File: src/rtl/imem_loader_pkg.sv
// Shared types for the instruction-memory loader.
// FSM state encoding and the length-field width.
package imem_loader_pkg;

   localparam int LEN_W = 16;

   typedef enum logic [2:0] {
      S_IDLE   = 3'd0,
      S_LEN_HI = 3'd1,
      S_LEN_LO = 3'd2,
      S_DATA   = 3'd3,
      S_WRITE  = 3'd4,
      S_CSUM   = 3'd5,
      S_DONE   = 3'd6,
      S_ERR    = 3'd7
   } state_e;

   function automatic logic is_rx(input state_e s);
      return (s == S_LEN_HI) || (s == S_LEN_LO) ||
             (s == S_DATA)   || (s == S_CSUM);
   endfunction

endpackage

File: src/rtl/imem_loader_packer.sv
// Byte-to-word packer: MSB-first shift register plus byte counter.
// word_ready flags that the byte being shifted completes a word.
module imem_word_packer
   import imem_loader_pkg::*;
#(
   parameter int DATA_WIDTH = 32
) (
   input  logic                  clk,
   input  logic                  rst,
   input  logic                  clear,
   input  logic                  shift_en,
   input  logic [7:0]            din,
   output logic [DATA_WIDTH-1:0] word,
   output logic                  word_ready
);

   localparam int BPW = DATA_WIDTH / 8;
   localparam int CW  = (BPW > 1) ? $clog2(BPW) : 1;

   logic [DATA_WIDTH-1:0] word_q, word_d;
   logic [CW-1:0]         cnt_q, cnt_d;

   assign word_ready = shift_en && (cnt_q == CW'(BPW - 1));
   assign word       = word_q;

   always_comb begin
      word_d = word_q;
      cnt_d  = cnt_q;
      if (clear) begin
         word_d = '0;
         cnt_d  = '0;
      end else if (shift_en) begin
         word_d = (word_q << 8) | DATA_WIDTH'(din);
         cnt_d  = word_ready ? '0 : cnt_q + CW'(1);
      end
   end

   always_ff @(posedge clk) begin
      if (rst) begin
         word_q <= '0;
         cnt_q  <= '0;
      end else begin
         word_q <= word_d;
         cnt_q  <= cnt_d;
      end
   end

endmodule

File: src/rtl/imem_loader.sv
// Streams a length-prefixed, XOR-checksummed byte image into IMEM
// and holds the CPU in reset until a load completes cleanly.
module imem_loader
   import imem_loader_pkg::*;
#(
   parameter int ADDR_WIDTH = 9,
   parameter int DATA_WIDTH = 32
) (
   input  logic                  clk,
   input  logic                  rst,
   input  logic                  start,
   input  logic                  in_valid,
   input  logic [7:0]            in_data,
   output logic                  in_ready,
   output logic                  imem_we,
   output logic [ADDR_WIDTH-1:0] imem_addr,
   output logic [DATA_WIDTH-1:0] imem_wdata,
   output logic                  cpu_rst,
   output logic                  busy,
   output logic                  done,
   output logic                  err
);

   localparam int unsigned CAP = 2 ** ADDR_WIDTH;

   state_e                state_q, state_d;
   logic [LEN_W-1:0]      len_q, len_d;
   logic [LEN_W-1:0]      wcnt_q, wcnt_d;
   logic [ADDR_WIDTH-1:0] addr_q, addr_d;
   logic [7:0]            csum_q, csum_d;
   logic [LEN_W-1:0]      n_len;
   logic                  accept;
   logic                  pk_clear;
   logic                  pk_shift;
   logic                  pk_ready;
   logic [DATA_WIDTH-1:0] pk_word;

   assign in_ready   = is_rx(state_q);
   assign accept     = in_valid && in_ready;
   assign n_len      = {len_q[LEN_W-1:8], in_data};
   assign imem_we    = (state_q == S_WRITE);
   assign imem_addr  = addr_q;
   assign imem_wdata = pk_word;
   assign busy       = is_rx(state_q) || (state_q == S_WRITE);
   assign done       = (state_q == S_DONE);
   assign err        = (state_q == S_ERR);
   // A start in DONE re-holds the CPU in the very cycle it is seen.
   assign cpu_rst    = (state_q != S_DONE) || start;

   imem_word_packer #(
      .DATA_WIDTH(DATA_WIDTH)
   ) u_packer (
      .clk       (clk),
      .rst       (rst),
      .clear     (pk_clear),
      .shift_en  (pk_shift),
      .din       (in_data),
      .word      (pk_word),
      .word_ready(pk_ready)
   );

   always_comb begin
      state_d  = state_q;
      len_d    = len_q;
      wcnt_d   = wcnt_q;
      addr_d   = addr_q;
      csum_d   = csum_q;
      pk_clear = 1'b0;
      pk_shift = 1'b0;
      unique case (state_q)
         S_IDLE, S_DONE, S_ERR: begin
            if (start) begin
               state_d  = S_LEN_HI;
               len_d    = '0;
               wcnt_d   = '0;
               addr_d   = '0;
               csum_d   = '0;
               pk_clear = 1'b1;
            end
         end
         S_LEN_HI: begin
            if (accept) begin
               len_d   = {in_data, 8'h00};
               state_d = S_LEN_LO;
            end
         end
         S_LEN_LO: begin
            if (accept) begin
               len_d = n_len;
               if (n_len == '0)
                  state_d = S_CSUM;
               else if (32'(n_len) > CAP)
                  state_d = S_ERR;
               else
                  state_d = S_DATA;
            end
         end
         S_DATA: begin
            if (accept) begin
               csum_d   = csum_q ^ in_data;
               pk_shift = 1'b1;
               if (pk_ready)
                  state_d = S_WRITE;
            end
         end
         S_WRITE: begin
            addr_d = addr_q + ADDR_WIDTH'(1);
            wcnt_d = wcnt_q + LEN_W'(1);
            if (wcnt_d == len_q)
               state_d = S_CSUM;
            else
               state_d = S_DATA;
         end
         S_CSUM: begin
            if (accept)
               state_d = (in_data == csum_q) ? S_DONE : S_ERR;
         end
         default: state_d = S_IDLE;
      endcase
   end

   always_ff @(posedge clk) begin
      if (rst) begin
         state_q <= S_IDLE;
         len_q   <= '0;
         wcnt_q  <= '0;
         addr_q  <= '0;
         csum_q  <= '0;
      end else begin
         state_q <= state_d;
         len_q   <= len_d;
         wcnt_q  <= wcnt_d;
         addr_q  <= addr_d;
         csum_q  <= csum_d;
      end
   end

endmodule

File: config.mk
export PLATFORM = sky130hd
export DESIGN_NAME = imem_loader
export DESIGN_NICKNAME = d
export VERILOG_FILES = /design/src/rtl/imem_loader_pkg.sv /design/src/rtl/imem_loader_packer.sv /design/src/rtl/imem_loader.sv
export SDC_FILE = /design/constraint.sdc
export NUM_CORES = 1
export LEC_CHECK = 0
export ABC_AREA = 1
export ABC_CLOCK_PERIOD_IN_PS = 5570
export CORE_MARGIN = 8
export CORE_UTILIZATION = 40
export CTS_CLUSTER_DIAMETER = 150
export CTS_CLUSTER_SIZE = 25
export DETAILED_ROUTE_END_ITERATION = 8
export PLACE_DENSITY = 0.66
export SKIP_CTS_REPAIR_TIMING = 1
export SYNTH_ARGS = -nofsm -noshare
export SYNTH_HDL_FRONTEND = slang
export SYNTH_SLANG_ARGS = --single-unit
File: constraint.sdc
create_clock -name clk -period 5.57 [get_ports clk]
set_input_delay 1.114 -clock clk [delete_from_list [all_inputs] [get_ports clk]]
set_output_delay 1.114 -clock clk [all_outputs]
set_load 0.02 [all_outputs]
==> results.md <==
- Status: finished clean
- 1st-iter DRT viols: 246
- Final Max Slew Viols: 0
- Grt ovf: 0
- Detail Placement HPWL: 8410 um
- Row Count: 38
- Fin. Hold Viols: 0
- Clock Skews: 11.4 ps
- Worst r2r src: state_q[0]
- Crit path from: start
- Tcrit/Tclk final: 61.8%
- Num Clock Sinks: 86
- Post-synth cell types: 37
- WL per Instance: 14.0 um
- Max rail drop VDD: 0.000372 V
- Multi-input gate area: 2340 um2
- Die height: 121 um
- Core area: 10800 um2
- Vias: 4306
- Critical Path Source Type: primary input
- Hold WC Path Type: register to register
- Main area contributors after synthesis: dfxtp_1 39%, nand2_1 17%, a21oi_1 8.7%
- Synth warn: 0
- Sequential Power Share: 38.2%
- Io pins: 59
- Nets: 711
- ANT nets after route: 0
- Layout cell share with drive strength beyond 1: 7.13%
- Setup TNS: 0 ps
- Max-cap viol count: 0
- Min Tclk post-route: 3440 ps
- Max Root-Sink Buffers: 2
- Area leader, netlist: dfxtp_1
- Drt first pass iters: 5
- DRC viols: 0
- Port-buffer cells: 58
- Peak Freq: 291 MHz
- Slew of the pin with the lowest slew margin: 1110 ps
- Pwr Density: 372 nW/um2
- # fillers: 1083
- Comb power frac: 38.7%
- M1 GR Usage: 20.0%
- Top-count cell post-synth: nand2_1
- RePlAce Congestion: 0.876
- Fin util: 48.7%
- Final wirelength: 11800 um
- Sequential-to-total area share from yosys stat: 39.1%
- CP Capture Type: output pin
- HP Start: imem_addr[8]
- Commonest cells post-synth: 204 x nand2_1, 86 x dfxtp_1, 77 x a21oi_1, 62 x nand3_1, 55 x inv_1
- Worst EP arrival: 2330 ps
- # diodes: 0
- Dominant synthesized flop cell: dfxtp_1
- Pint: 1150 uW
- Area delta synth->final: 19.4%
- Clk Latency, worst-skew pair: 360 ps
- Final setup viols: 0
- Worst setup path category: primary input to output pin
- Sw Ratio: 41.0%
- Inserted Clock Buffers: 9
- Die area: 14600 um2
- LEAKAGE: 0.00194 uW
- Largest net degree at the start of global routing: 41
- GR Layer Usage met3: 4.33%
- Clock share of power: 23.1%
- CTS H-tree depth: 3
- Async set-reset flop share out of synthesis: 0%
- Root Driver: clkbuf_8
- Overall Power: 1960 uW
- Vias per inst: 5.12
- Reg area: 1720 um2
- Vias in the first global route: 4120
- Psw: 803 uW
- GR peak layer: met2
- Initial Util: 40.8%
- Top cell type's share of synthesized area: 39.1%
- GRT met2 Usage: 26.4%
- First-pass GRT wire length: 19300 um
- RSZ-0062 raised after global routing: no
- CTS tree: built
- Gr usage total: 16.2%
- EDFF count, synth: 0
- Flip-flop and latch count after synthesis: 86
- Crit Path Max Fanout: 2
- CP required: 4460 ps
- Syn Area/Cell: 6.79 um2
- Mapped Nets: 664
- Cell Area, Synth: 4410 um2
- Max-slew headroom: 26.1%
- Initial antenna violation count: 0
- Post-Syn Instances: 649
- Clock slew at reported path FFs: 90 ps
- Die width: 121 um
-- worst max-delay path, stage by stage --
cell and delay (ps):
clkdlybuf4s50_1 490, inv_1 60, nand2_1 60, clkdlybuf4s50_1 600
-- layout by cell type, fill, tap and decap left out, drive strengths merged, types with 3 or more instances in the layout --
| cell | n |
|---|---|
| a211oi | 17 |
| a21oi | 79 |
| clkbuf | 9 |
| clkdlybuf4s50 | 58 |
| clkinvlp | 3 |
| dfxtp | 86 |
| ha | 3 |
| inv | 63 |
| nand2 | 209 |
| nand3 | 62 |
| nand4 | 8 |
| nor2 | 52 |
| o211a | 7 |
| o21ai | 18 |
| xnor2 | 8 |
-- path summary, 6_finish.rpt --
path                                           to  slack [ps]  cells after the start
worst max-delay path                      cpu_rst        2130                      4
worst min-delay path                 imem_addr[8]         470                      1
worst max register to register  u_packer.word[15]        2420                      9
worst min register to register       imem_addr[8]         470                      1
-- state kept, by name (all words and copies together) (netlist names) --
name and count:
csum_q 8, imem_addr 9, len_q 16, state_q 3, u_packer.cnt_q 2, u_packer.word 32
wcnt_q 16
-- power by group through the flow --
stage,clock [uW],combinational (uW),sequential (uW)
4_1_cts,465,754,746
3_3_place_gp,0,737,759
2_1_floorplan,0,639,745
5_1_grt,495,852,757
6_report,452,758,747
3_5_place_dp,0,750,760
-- cells by family after synthesis --
family,count (synthesis),synth area share (%)
AO/OA/AOI/OAI,124,17.1
XOR/XNOR,10,1.99
adder cells (fa/ha/maj),3,0.852
flip-flops,86,39.1
AND/OR/NAND/NOR,341,33.0
buffers and inverters,85,7.98
-- metrics by stage --
stage                     hold slack [ps]  setup slack [ps]  std cells  instance area, um2
final                                 467              2130        841                5260
after global placement                452              1840        825                5060
after global routing                  492              1930        841                5260
after CTS                             473              2120        841                5260
after detailed placement              458              1780        825                5060
after floorplan                       445              3150        649                4410
-- metal layers --
metal	share of wire [%]	wire length [um]
met5	0	0
met3	6.7	791
met1	45	5340
met2	47	5470
met4	1.3	153
-- layout make-up --
| cell class | instances | share of cell area [%] |
|---|---|---|
| clock buffers | 9 | 2.35 |
| well taps | 140 | 3.33 |
| repair buffers | 60 | 11.3 |
| clock inverters | 7 | 1.50 |
| inverters | 61 | 4.35 |
| flip-flops and latches | 86 | 32.7 |
| multi-input cells | 478 | 44.4 |
(Power assumes the default switching activity.)
